<file path="src/rtl/serial_frame_rx.sv">
// Bit-serial frame receiver: start bit, DATA_BITS data, optional even parity, stop bit.
// One sample per clock; outputs registered; strobes land on the stop-sampling edge.
module serial_frame_rx #(
  parameter int DATA_BITS = 8,
  parameter int PARITY_EN = 0,
  parameter int LSB_FIRST = 1
) (
  input  logic                 i_clk,
  input  logic                 i_rst,
  input  logic                 i_din,
  output logic [DATA_BITS-1:0] o_q,
  output logic                 o_valid,
  output logic                 o_par_err,
  output logic                 o_frame_err,
  output logic                 o_busy
);

  localparam int            CW       = $clog2(DATA_BITS + 1);
  localparam logic [CW-1:0] LAST_IDX = CW'(DATA_BITS - 1);

  typedef enum logic [2:0] {
    S_IDLE,
    S_DATA,
    S_PARITY,
    S_STOP,
    S_BREAK
  } state_t;

  state_t               r_state;
  state_t               w_state_nxt;
  logic [DATA_BITS-1:0] r_shreg;
  logic [DATA_BITS-1:0] w_shreg_shift;
  logic [DATA_BITS-1:0] r_q;
  logic [CW-1:0]        r_cnt;
  logic                 r_mismatch;
  logic                 r_valid;
  logic                 r_par_err;
  logic                 r_frame_err;
  logic                 r_busy;

  logic w_start;
  logic w_shift;
  logic w_par_smp;
  logic w_good;
  logic w_bad;

  // Direction of shift decides which end the first data bit lands in.
  generate
    if (DATA_BITS == 1) begin : g_one
      assign w_shreg_shift = i_din;
    end else if (LSB_FIRST != 0) begin : g_lsb
      assign w_shreg_shift = {i_din, r_shreg[DATA_BITS-1:1]};
    end else begin : g_msb
      assign w_shreg_shift = {r_shreg[DATA_BITS-2:0], i_din};
    end
  endgenerate

  always_comb begin
    w_state_nxt = r_state;
    w_start     = 1'b0;
    w_shift     = 1'b0;
    w_par_smp   = 1'b0;
    w_good      = 1'b0;
    w_bad       = 1'b0;
    case (r_state)
      S_IDLE: begin
        if (!i_din) begin
          w_start     = 1'b1;
          w_state_nxt = S_DATA;
        end
      end
      S_DATA: begin
        w_shift = 1'b1;
        if (r_cnt == LAST_IDX) begin
          w_state_nxt = (PARITY_EN != 0) ? S_PARITY : S_STOP;
        end
      end
      S_PARITY: begin
        w_par_smp   = 1'b1;
        w_state_nxt = S_STOP;
      end
      S_STOP: begin
        if (i_din) begin
          w_good      = 1'b1;
          w_state_nxt = S_IDLE;
        end else begin
          w_bad       = 1'b1;
          w_state_nxt = S_BREAK;
        end
      end
      S_BREAK: begin
        // The first 1 after a break only ends it; it can never be a start bit.
        if (i_din) begin
          w_state_nxt = S_IDLE;
        end
      end
      default: w_state_nxt = S_IDLE;
    endcase
  end

  always_ff @(posedge i_clk) begin
    if (i_rst) begin
      r_state     <= S_IDLE;
      r_shreg     <= '0;
      r_q         <= '0;
      r_cnt       <= '0;
      r_mismatch  <= 1'b0;
      r_valid     <= 1'b0;
      r_par_err   <= 1'b0;
      r_frame_err <= 1'b0;
      r_busy      <= 1'b0;
    end else begin
      r_state     <= w_state_nxt;
      r_busy      <= (w_state_nxt != S_IDLE);
      r_valid     <= w_good;
      r_par_err   <= w_good & r_mismatch;
      r_frame_err <= w_bad;
      if (w_start) begin
        r_cnt      <= '0;
        r_mismatch <= 1'b0;
      end else if (w_shift) begin
        r_shreg <= w_shreg_shift;
        r_cnt   <= r_cnt + 1'b1;
      end
      if (w_par_smp) begin
        r_mismatch <= ^{r_shreg, i_din};
      end
      if (w_good) begin
        r_q <= r_shreg;
      end
    end
  end

  assign o_q         = r_q;
  assign o_valid     = r_valid;
  assign o_par_err   = r_par_err;
  assign o_frame_err = r_frame_err;
  assign o_busy      = r_busy;

endmodule

</file>
<file path="config.mk">
export PLATFORM = sky130hd
export DESIGN_NAME = serial_frame_rx
export DESIGN_NICKNAME = d
export VERILOG_FILES = /design/src/rtl/serial_frame_rx.sv
export SDC_FILE = /design/constraint.sdc
export NUM_CORES = 1
export LEC_CHECK = 0
export CAP_MARGIN = 10
export CORE_ASPECT_RATIO = 1.1
export CORE_MARGIN = 2
export CORE_UTILIZATION = 40
export CTS_BUF_LIST = sky130_fd_sc_hd__clkbuf_4
export CTS_CLUSTER_DIAMETER = 80
export CTS_CLUSTER_SIZE = 8
export DETAILED_ROUTE_END_ITERATION = 8
export PLACE_DENSITY_LB_ADDON = 0.05
export SYNTH_ARGS = -nofsm -noshare
export SYNTH_HDL_FRONTEND = slang
export SYNTH_SLANG_ARGS = --single-unit
</file>
<file path="constraint.sdc">
create_clock -name i_clk -period 1.5 [get_ports i_clk]
set_input_delay 0.15 -clock i_clk [delete_from_list [all_inputs] [get_ports i_clk]]
set_output_delay 0.15 -clock i_clk [all_outputs]
set_load 0.02 [all_outputs]
</file>
Word-level counts from Yosys, hierarchy flattened
Cells that the tools add are included.
- add/subtract/negate cells: 1
- eq/ne operators: 5
- muxes and demuxes: 13
- bitwise operators: 3
- reductions and logical operators: 7
- operators by type and width (cell ; count):
    case mux 3 bit (5 select lines) ; 1
    two-way mux 3 bit ; 4
    parity 9 bit ; 1
    two-way mux 1 bit ; 8
    equality test 3 x 2 -> 1 bit, second input constant ; 2
    adder 4 x 1 -> 4 bit, second input constant ; 1
    equality test 4 x 3 -> 1 bit, second input constant ; 1
    OR reduction 2 bit ; 2
    equality test 3 x 1 -> 1 bit, second input constant ; 1
    equality test 3 bit, second input constant ; 1
    zero test 3 bit ; 1
    nonzero test 3 bit ; 1
    inverter 1 bit ; 2
    AND reduction 2 bit ; 1
    nonzero test 2 bit ; 1
    bitwise AND 1 bit ; 1
- register bits after elaboration: 28
- input port bits: 3
- output and inout bits: 12
- logic and storage cells: 38

Logic depth before layout (Yosys ltp)
Gate-level depths: netlist of the first run.
- depth in word-level cells: 4
- gate-level depth with buffers: 5
- depth with buffers taken out: 4

Worst setup path after synthesis of the first run
Ideal clock, no wire load.
- kind: flip-flop to flip-flop
- from: reg r_shreg[5]
- to: reg r_mismatch
- setup time: 0.128 ns
- data arrival time: 1.106 ns
- required time: 1.372 ns
- path slack: 0.266 ns
- stages on the path, launching flop included: 5
- cell sequence: dfxtp_1 xnor2_1 xnor3_1 xnor2_1 o22ai_1
- longest elaborated chain between the ends: 2
- RTL lines (item ; line ; text):
    start, declared ; 31 ; logic [DATA_BITS-1:0] r_shreg;
    start signal, assigned ; 122 ; r_shreg <= w_shreg_shift;
    parity 9 bit ; 126 ; r_mismatch <= ^{r_shreg, i_din};
    two-way mux 1 bit ; 125 ; if (w_par_smp) begin
    end signal, assigned ; 126 ;
    end, declared ; 35 ; logic r_mismatch;
Every way passes these cells.
A chain may end at the register's enable or synchronous reset.

Final worst setup path of the first run
- from: reg r_q[4] (netlist: o_q[4])
- to: out o_q[4]
- RTL lines (item ; line ; text):
    start, declared ; 33 ; logic [DATA_BITS-1:0] r_q;
    start signal, assigned ; 129 ; r_q <= r_shreg;
    end, declared ; 11 ; output logic [DATA_BITS-1:0] o_q,
No word-level cell between the ends.

==> impl_metrics.toml, run 1 <==
[run_status]
status = "completed"

[sta]
clock.fmax_mhz = 702
fin_setup_tns_ps = 0
period_share_pct = 95.0
max-slew-margin-rel_pct = 79.6
finalSetupViolations = 0
fin_worst_skew_ps = 8.78
min_period_ps = 1420
fin_hold_ws_ps = 464
rsz0062_at_grt = "no"
slew_violations = 0
setup_ws_ps = 75.7
final-hold-violation-count = 0
tightest_slew_ps = 305

[placed_design]
place_ws_ps = 131
place_congestion = 0.704
placed_cell_area_um2 = 1350
port_buffers = 14
dp_hpwl_mm = 1.48

[floorplanning]
die_w_um = 54.7
io_pins = 15
start_util_pct = 41.5
fp.coreArea_um2 = 2730
fp.dieH_um = 59.8
num_rows = 20
dieArea_um2 = 3270

[clock_network]
clk_pin_slew_worst_paths_ps = 130
tritoncts = "built"
clockRootBuffer = "clkbuf_4"
cts_setup_buffers = 0
cts_buffers = 3
clk_latency_ps = 320
cts_resized = 0
cts_num_sinks = 28
hold_buffers = 0
cts.path.max_buffers = 2
htreeDepth = 1

[logic_synthesis]
netlist.top_cell.by_area = "dfxtp_1"
avgSynthCellArea_um2 = 9.27
syn_area_um2 = 1130
synth.most_common_cell = "dfxtp_1"
synth_edf_count = 0
synth_area_leaders = "dfxtp_1 50%, mux2i_1 8.0%, nand2_1 6.6%"
synth_cell_types = 25
synth_top_cell_area_share_pct = 49.6
async_flop_share_pct = 0
synth-seq-cells = 28
synth.net_count = 126
yosysWarnings = 0
synthFlopType = "dfxtp_1"
synthTopCellsByCount = "28 x dfxtp_1, 20 x nand2_1, 19 x nor2_1, 11 x a21oi_1, 9 x mux2i_1"
ys_seq_area_share_pct = 49.6
synthCells = 122

[global_routing]
antenna_found_initial = 0
grt_start_max_net_pins = 15
grt_pass1_vias = 741
grt_overflow = 0
grt_util_all_layers_pct = 14.3
grt_pass1_wl_mm = 3.35

[pwr]
power_density_nw_per_um2 = 842
pwr-share-clk_pct = 26.1
ir_worst_vdd_v = 0.000562
p_switching_mw = 0.263
swShare_pct = 22.7
p_comb_share_pct = 8.0
seqPwrFrac_pct = 66.0
leakage_nw = 0.510
internal-power_mw = 0.894

[critical_path]
crit_type = "reg2out"
critical_path_buf_inv_count = 1
crit_path_cell_trace = "clkdlybuf4s50_1"
crit_required_ps = 1350
crit_fanout = 2
r2r-start = "r_shreg[4]"
rr_endpoint = "r_mismatch"
r2r_setup_slack_ps = 180
end_kind = "output pin"
startpoint = "o_q[4]"
slowest_delay_ps = 600
cpLargestDelayFamily = "buffers and inverters"
start_kind = "flop"
critPathSlowestCell = "clkdlybuf4s50_1"
arrival_ps = 1270
r2r_cells = 4

[layout]
syn_to_final_growth_pct = 21.3
nNetsFinal = 148
layout-drive-gt1-share_pct = 10.6
finalInstanceArea_um2 = 1370
post-route-util_pct = 50.3
antenna_cells = 0

[hold_path]
worstHoldStart = "o_q[3]"
hold_depth = 2
hold_path_end = "o_q[3]"
hp-class = "reg2reg"

[routing]
finalWirelength_mm = 2.00
drc = 0
dr_wl_met2_um = 804
drtIter0Drc = 5
final_antenna_net_count = 0
route.vias.total = 843
wl_met1_mm = 1.10
dr.pass1.iters = 4
wl_met3_um = 74
wl_per_cell_um = 11.5
viasPerCell = 4.82
top_layer = "met4"

[flow_run]
maxCapViolations = 0
[how the worst max path moves through the flow]
stage | slack, ps | end | depth (start not counted)
after floorplan | 270 | r_mismatch | 4
after global placement | 150 | r_mismatch | 5
after detailed placement | 130 | r_mismatch | 5
after CTS | 50 | o_q[4] | 1
after global routing | 9 | o_q[1] | 1
final | 80 | o_q[4] | 1
[through the flow]
stage | power (mW) | instances
3_5_place_dp | 0.872 | 172
5_1_grt | 1.22 | 175
6_report | 1.16 | 175
2_1_floorplan | 0.844 | 122
3_3_place_gp | 0.872 | 172
4_1_cts | 1.18 | 175
[cell families (layout without fill, tap and decap cells)]
logic type                 count (synthesis)  in the layout  synth area share, %
AOI/OAI and AO/OA                         15             15                 7.41
xor gates and xnor gates                  11             11                 9.73
adders and majority gates                  1              1                 1.11
buffers and inverters                      8             28                 3.65
DFF                                       28             28                 49.6
muxes                                      9              9                 7.96
and+or+nand+nor                           50             50                 20.6
[layer usage]
metal	vias up	track usage (%)
li1	445	-
met1	380	21.2
met2	14	20.1
met3	4	2.25
met4	0	6.43
met5	-	0
[final cells by class]
type                    count  area (um2)
clock buffers               3        22.5
fillers                   273        1360
inverters                   1        3.75
multi-input cells          86         529
flip-flops and latches     28         561
well taps                  33        41.3
repair buffers             24         215
[registers in the layout, indices dropped and copies added (netlist names)]
| name | flops |
|---|---|
| r_shreg | 8 |
| r_mismatch | 1 |
| o_q | 8 |
| r_cnt | 4 |
| o_busy | 1 |
| o_valid | 1 |
| r_state | 3 |
| o_frame_err | 1 |
| o_par_err | 1 |
[layout by cell type, fill, tap and decap left out, types with 2 or more instances in the layout]
| cell | netlist | layout |
|---|---|---|
| clkdlybuf4s50_1 | 0 | 14 |
| nor3b_2 | 2 | 2 |
| xnor2_1 | 8 | 8 |
| a21oi_1 | 11 | 11 |
| dfxtp_1 | 28 | 28 |
| a211oi_1 | 2 | 2 |
| mux2i_1 | 9 | 9 |
| xor2_1 | 2 | 2 |
| nor2_1 | 19 | 19 |
| nand2_1 | 20 | 20 |
| buf_4 | 2 | 10 |
| clkbuf_4 | 0 | 3 |
| nor3_1 | 2 | 2 |
[power groups by stage]
stage / combinational (mW) / clock [mW] / sequential [mW]
global placement: 0.0925 / 0 / 0.779
floorplan: 0.0664 / 0 / 0.778
CTS: 0.0933 / 0.323 / 0.763
finish: 0.0920 / 0.301 / 0.763
detailed placement: 0.0929 / 0 / 0.779
global route: 0.101 / 0.349 / 0.766
Power figures use the tool's default switching activity.
==> run 2: changes to the inputs <==
- CAP_MARGIN: 10 -> unset
- CORE_MARGIN: 2 -> 5
==> run 2 against run 1 <==
Net effect: sequential share of layout area is 0.66 points lower; power is 17% higher; register-to-register slack lost 20 ps; highest routed layer unchanged.
==> impl_metrics.toml, run 2 (synthesis results as in run 1) <==
[global_routing]
grt_pass1_vias = 742
grt_pass1_wl_mm = 3.44
grt_overflow = 0
grt_start_max_net_pins = 17
grt_util_all_layers_pct = 11.2
busiest_layer = "met1"
antenna_found_initial = 0
grtUsageMet1_pct = 17.1
grt.met2_usage_pct = 14.6
met3_usage_pct = 3.13

[clock_network]
cts.path.max_buffers = 2
cts_buffers = 3
cts_num_sinks = 28
cts_setup_buffers = 0
tritoncts = "built"
clk_latency_ps = 330
clk_pin_slew_worst_paths_ps = 160
htreeDepth = 1
clockRootBuffer = "clkbuf_4"

[critical_path]
slowest_delay_ps = 600
arrival_ps = 1290
cpLargestDelayFamily = "buffers and inverters"
critical_path_buf_inv_count = 1
crit_type = "reg2out"
r2r-start = "r_shreg[5]"
crit_required_ps = 1350
r2r_cells = 4
end_kind = "output pin"
rr_endpoint = "r_mismatch"
r2r_setup_slack_ps = 160
crit_path_cell_trace = "clkdlybuf4s50_1"
critPathSlowestCell = "clkdlybuf4s50_1"
start_kind = "flop"
crit_fanout = 2

[floorplanning]
fp.coreArea_um2 = 2750
start_util_pct = 41.1
die_w_um = 60.7
fp.dieH_um = 65.8
io_pins = 15
num_rows = 20
dieArea_um2 = 3990

[layout]
final_cell_mix = "28 x dfxtp_1, 20 x nand2_1, 19 x nor2_1"
nNetsFinal = 145
post-route-util_pct = 50.7
syn_to_final_growth_pct = 23.3
final_common_cell = "dfxtp_1"
layout-drive-gt1-share_pct = 9.29
antenna_cells = 0

[pwr]
ir_worst_vdd_v = 0.000710
power_density_nw_per_um2 = 966
leakage_nw = 0.621

[sta]
fin_worst_skew_ps = 12.4
fin_setup_tns_ps = 0
max-slew-margin-rel_pct = 74.8
period_share_pct = 95.8
clock.fmax_mhz = 696
fin_hold_ws_ps = 465
final-hold-violation-count = 0
finalSetupViolations = 0
min_period_ps = 1440
rsz0062_at_grt = "no"
slew_violations = 0
tightest_slew_ps = 378

[hold_path]
worstHoldStart = "o_q[7]"
hold_path_end = "o_q[7]"
hp-class = "reg2reg"
hold_depth = 2

[placed_design]
port_buffers = 14
dp_hpwl_mm = 1.43
place_congestion = 0.680

[routing]
viasPerCell = 4.76
drtIter0Drc = 22
drc = 0
final_antenna_net_count = 0
wl_per_cell_um = 11.3
finalWirelength_mm = 1.95
route.vias.total = 823
dr.pass1.iters = 4

[flow_run]
maxCapViolations = 0

[run_status]
status = "completed"
==> run 2: per-layer routing <==
layer	vias up	part of all wire (%)
li1	438	-
met5	-	0
met3	4	5.3
met4	0	1.2
met2	13	39
met1	368	54
==> run 2: worst max path at each step <==
| stage | cells past startpoint | from | to |
|---|---|---|---|
| 6_report | 1 | o_q[5] | o_q[5] |
| 5_1_grt | 1 | o_q[3] | o_q[3] |
| 4_1_cts | 1 | o_q[2] | o_q[2] |
| 3_5_place_dp | 5 | i_din | r_mismatch |
| 3_3_place_gp | 5 | i_din | r_mismatch |
| 2_1_floorplan | 4 | r_shreg[5] | r_mismatch |
==> run 2: through the flow <==
stage,std cells,instance area (um2),power (mW),setup slack (ps)
after global routing,173,1400,1.40,4.23
final,173,1400,1.35,63.4
after floorplan,122,1130,0.844,266
after global placement,169,1330,0.870,150
after CTS,173,1380,1.37,34.6
after detailed placement,169,1330,0.871,124
==> run 2: power breakdown <==
part | internal (mW) | switching, mW
Combinational | 0.0464 | 0.0438
Sequential | 0.754 | 0.00992
Clock | 0.270 | 0.223
==> run 2: cell type report <==
| class | count | area, um2 |
|---|---|---|
| Multi-Input combinational cell | 86 | 529 |
| Inverter | 1 | 3.75 |
| Tap cell | 33 | 41.3 |
| Clock buffer | 3 | 22.5 |
| Fill cell | 281 | 1360 |
| Sequential cell | 28 | 561 |
| Timing Repair Buffer | 21 | 208 |
| Clock inverter | 1 | 30.0 |
==> run 2: what timing repair did <==
| action | 4_1_cts | 5_1_grt |
|---|---|---|
| resized for setup | 0 | 6 |
| hold buffers | 0 | 0 |
| endpoints found under the setup margin | 0 | 6 |
==> run 3: changes to the inputs <==
- CORE_MARGIN: 5 -> 1.5
- SLEW_MARGIN: unset -> 40
==> run 3 against run 2 <==
Net effect: critical path depth unchanged; via count grew 0.73%; largest power group unchanged; register-to-register slack hardly changed; highest routed layer unchanged; critical endpoint is now o_q[2]; non-clock buffer count rose by 3; worst hold slack worse by 0.88 ps.
==> impl_metrics.toml, run 3 (synthesis results as in run 1) <==
[routing]
wl_per_cell_um = 11.5
finalWirelength_mm = 2.02
drtIter0Drc = 13
dr.pass1.iters = 4
route.vias.total = 829
final_antenna_net_count = 0
drc = 0
viasPerCell = 4.71

[sta]
period_share_pct = 94.8
clock.fmax_mhz = 703
rsz0062_at_grt = "no"
fin_setup_tns_ps = 0
tightest_slew_ps = 312
fin_hold_ws_ps = 464
final-hold-violation-count = 0
finalSetupViolations = 0
max-slew-margin-rel_pct = 79.2
min_period_ps = 1420
slew_violations = 0
fin_worst_skew_ps = 11.0

[critical_path]
crit_fanout = 2
crit_required_ps = 1350
arrival_ps = 1270
start_kind = "flop"
cpLargestDelayFamily = "buffers and inverters"
end_kind = "output pin"
critPathSlowestCell = "clkdlybuf4s50_1"
crit_type = "reg2out"
critical_path_buf_inv_count = 1
slowest_delay_ps = 600
crit_path_cell_trace = "clkdlybuf4s50_1"

[layout]
final_common_cell = "dfxtp_1"
nNetsFinal = 148
antenna_cells = 0
post-route-util_pct = 50.6
syn_to_final_growth_pct = 21.9
layout-drive-gt1-share_pct = 10.5
final_cell_mix = "28 x dfxtp_1, 20 x nand2_1, 19 x nor2_1"
finalInstanceArea_um2 = 1380

[global_routing]
grt_pass1_vias = 774
busiest_layer = "met2"
grtUsageMet1_pct = 20.1
grt_overflow = 0
grt.met2_usage_pct = 21.3
grt_util_all_layers_pct = 14.4
grt_start_max_net_pins = 16
grt_pass1_wl_mm = 3.35
antenna_found_initial = 0
met3_usage_pct = 2.54

[clock_network]
clk_latency_ps = 320
htreeDepth = 1
cts_buffers = 3
clockRootBuffer = "clkbuf_4"
cts.path.max_buffers = 2
cts_num_sinks = 28
tritoncts = "built"
clk_pin_slew_worst_paths_ps = 130
hold_buffers = 0

[pwr]
leakage_nw = 0.531
power_density_nw_per_um2 = 843
ir_worst_vdd_v = 0.000467
p_total_mw = 1.16

[placed_design]
port_buffers = 14
dp_hpwl_mm = 1.49
placed_cell_area_um2 = 1350
place_congestion = 0.713

[floorplanning]
start_util_pct = 41.5
io_pins = 15
die_w_um = 53.7
fp.dieH_um = 58.8
num_rows = 20
dieArea_um2 = 3160
fp.coreArea_um2 = 2730

[run_status]
status = "completed"

[flow_run]
maxCapViolations = 0

[hold_path]
hp-class = "reg2reg"
==> run 3: layout make-up <==
cell class / count / area (um2)
clock inverters: 1 / 3.75
well taps: 33 / 41.3
fillers: 271 / 1350
repair buffers: 24 / 218
multi-input cells: 86 / 529
inverters: 1 / 3.75
clock buffers: 3 / 22.5
flip-flops and latches: 28 / 561
==> run 3: worst paths after layout <==
kind                    from  endpoint  slack (ps)  cells past startpoint
setup reg to reg  r_state[0]  r_cnt[3]         170                      5
hold / removal        o_q[7]    o_q[7]         460                      2
setup / recovery      o_q[2]    o_q[2]          80                      1
hold reg to reg       o_q[7]    o_q[7]         460                      2
==> run 3: power by group <==
part,switching [mW],internal (mW)
sequential,0.00987,0.753
combinational,0.0452,0.0462
clock,0.211,0.0975
==> run 3: metal layers <==
metal | routed length, um | part of all wire (%)
met1 | 1090 | 54
met2 | 826 | 41
met3 | 75 | 3.7
met4 | 30 | 1.5
met5 | 0 | 0
==> run 3: timing repair <==
item                       CTS  global route
setup endpoints to repair    0             1
setup buffers                0             0
gates resized for setup      0             1
==> run 3: through the flow <==
step,cells,setup WS [ps]
after floorplan,122,266
after global placement,172,153
after detailed placement,172,122
after CTS,176,37.1
after global routing,176,5.18
final,176,77.5
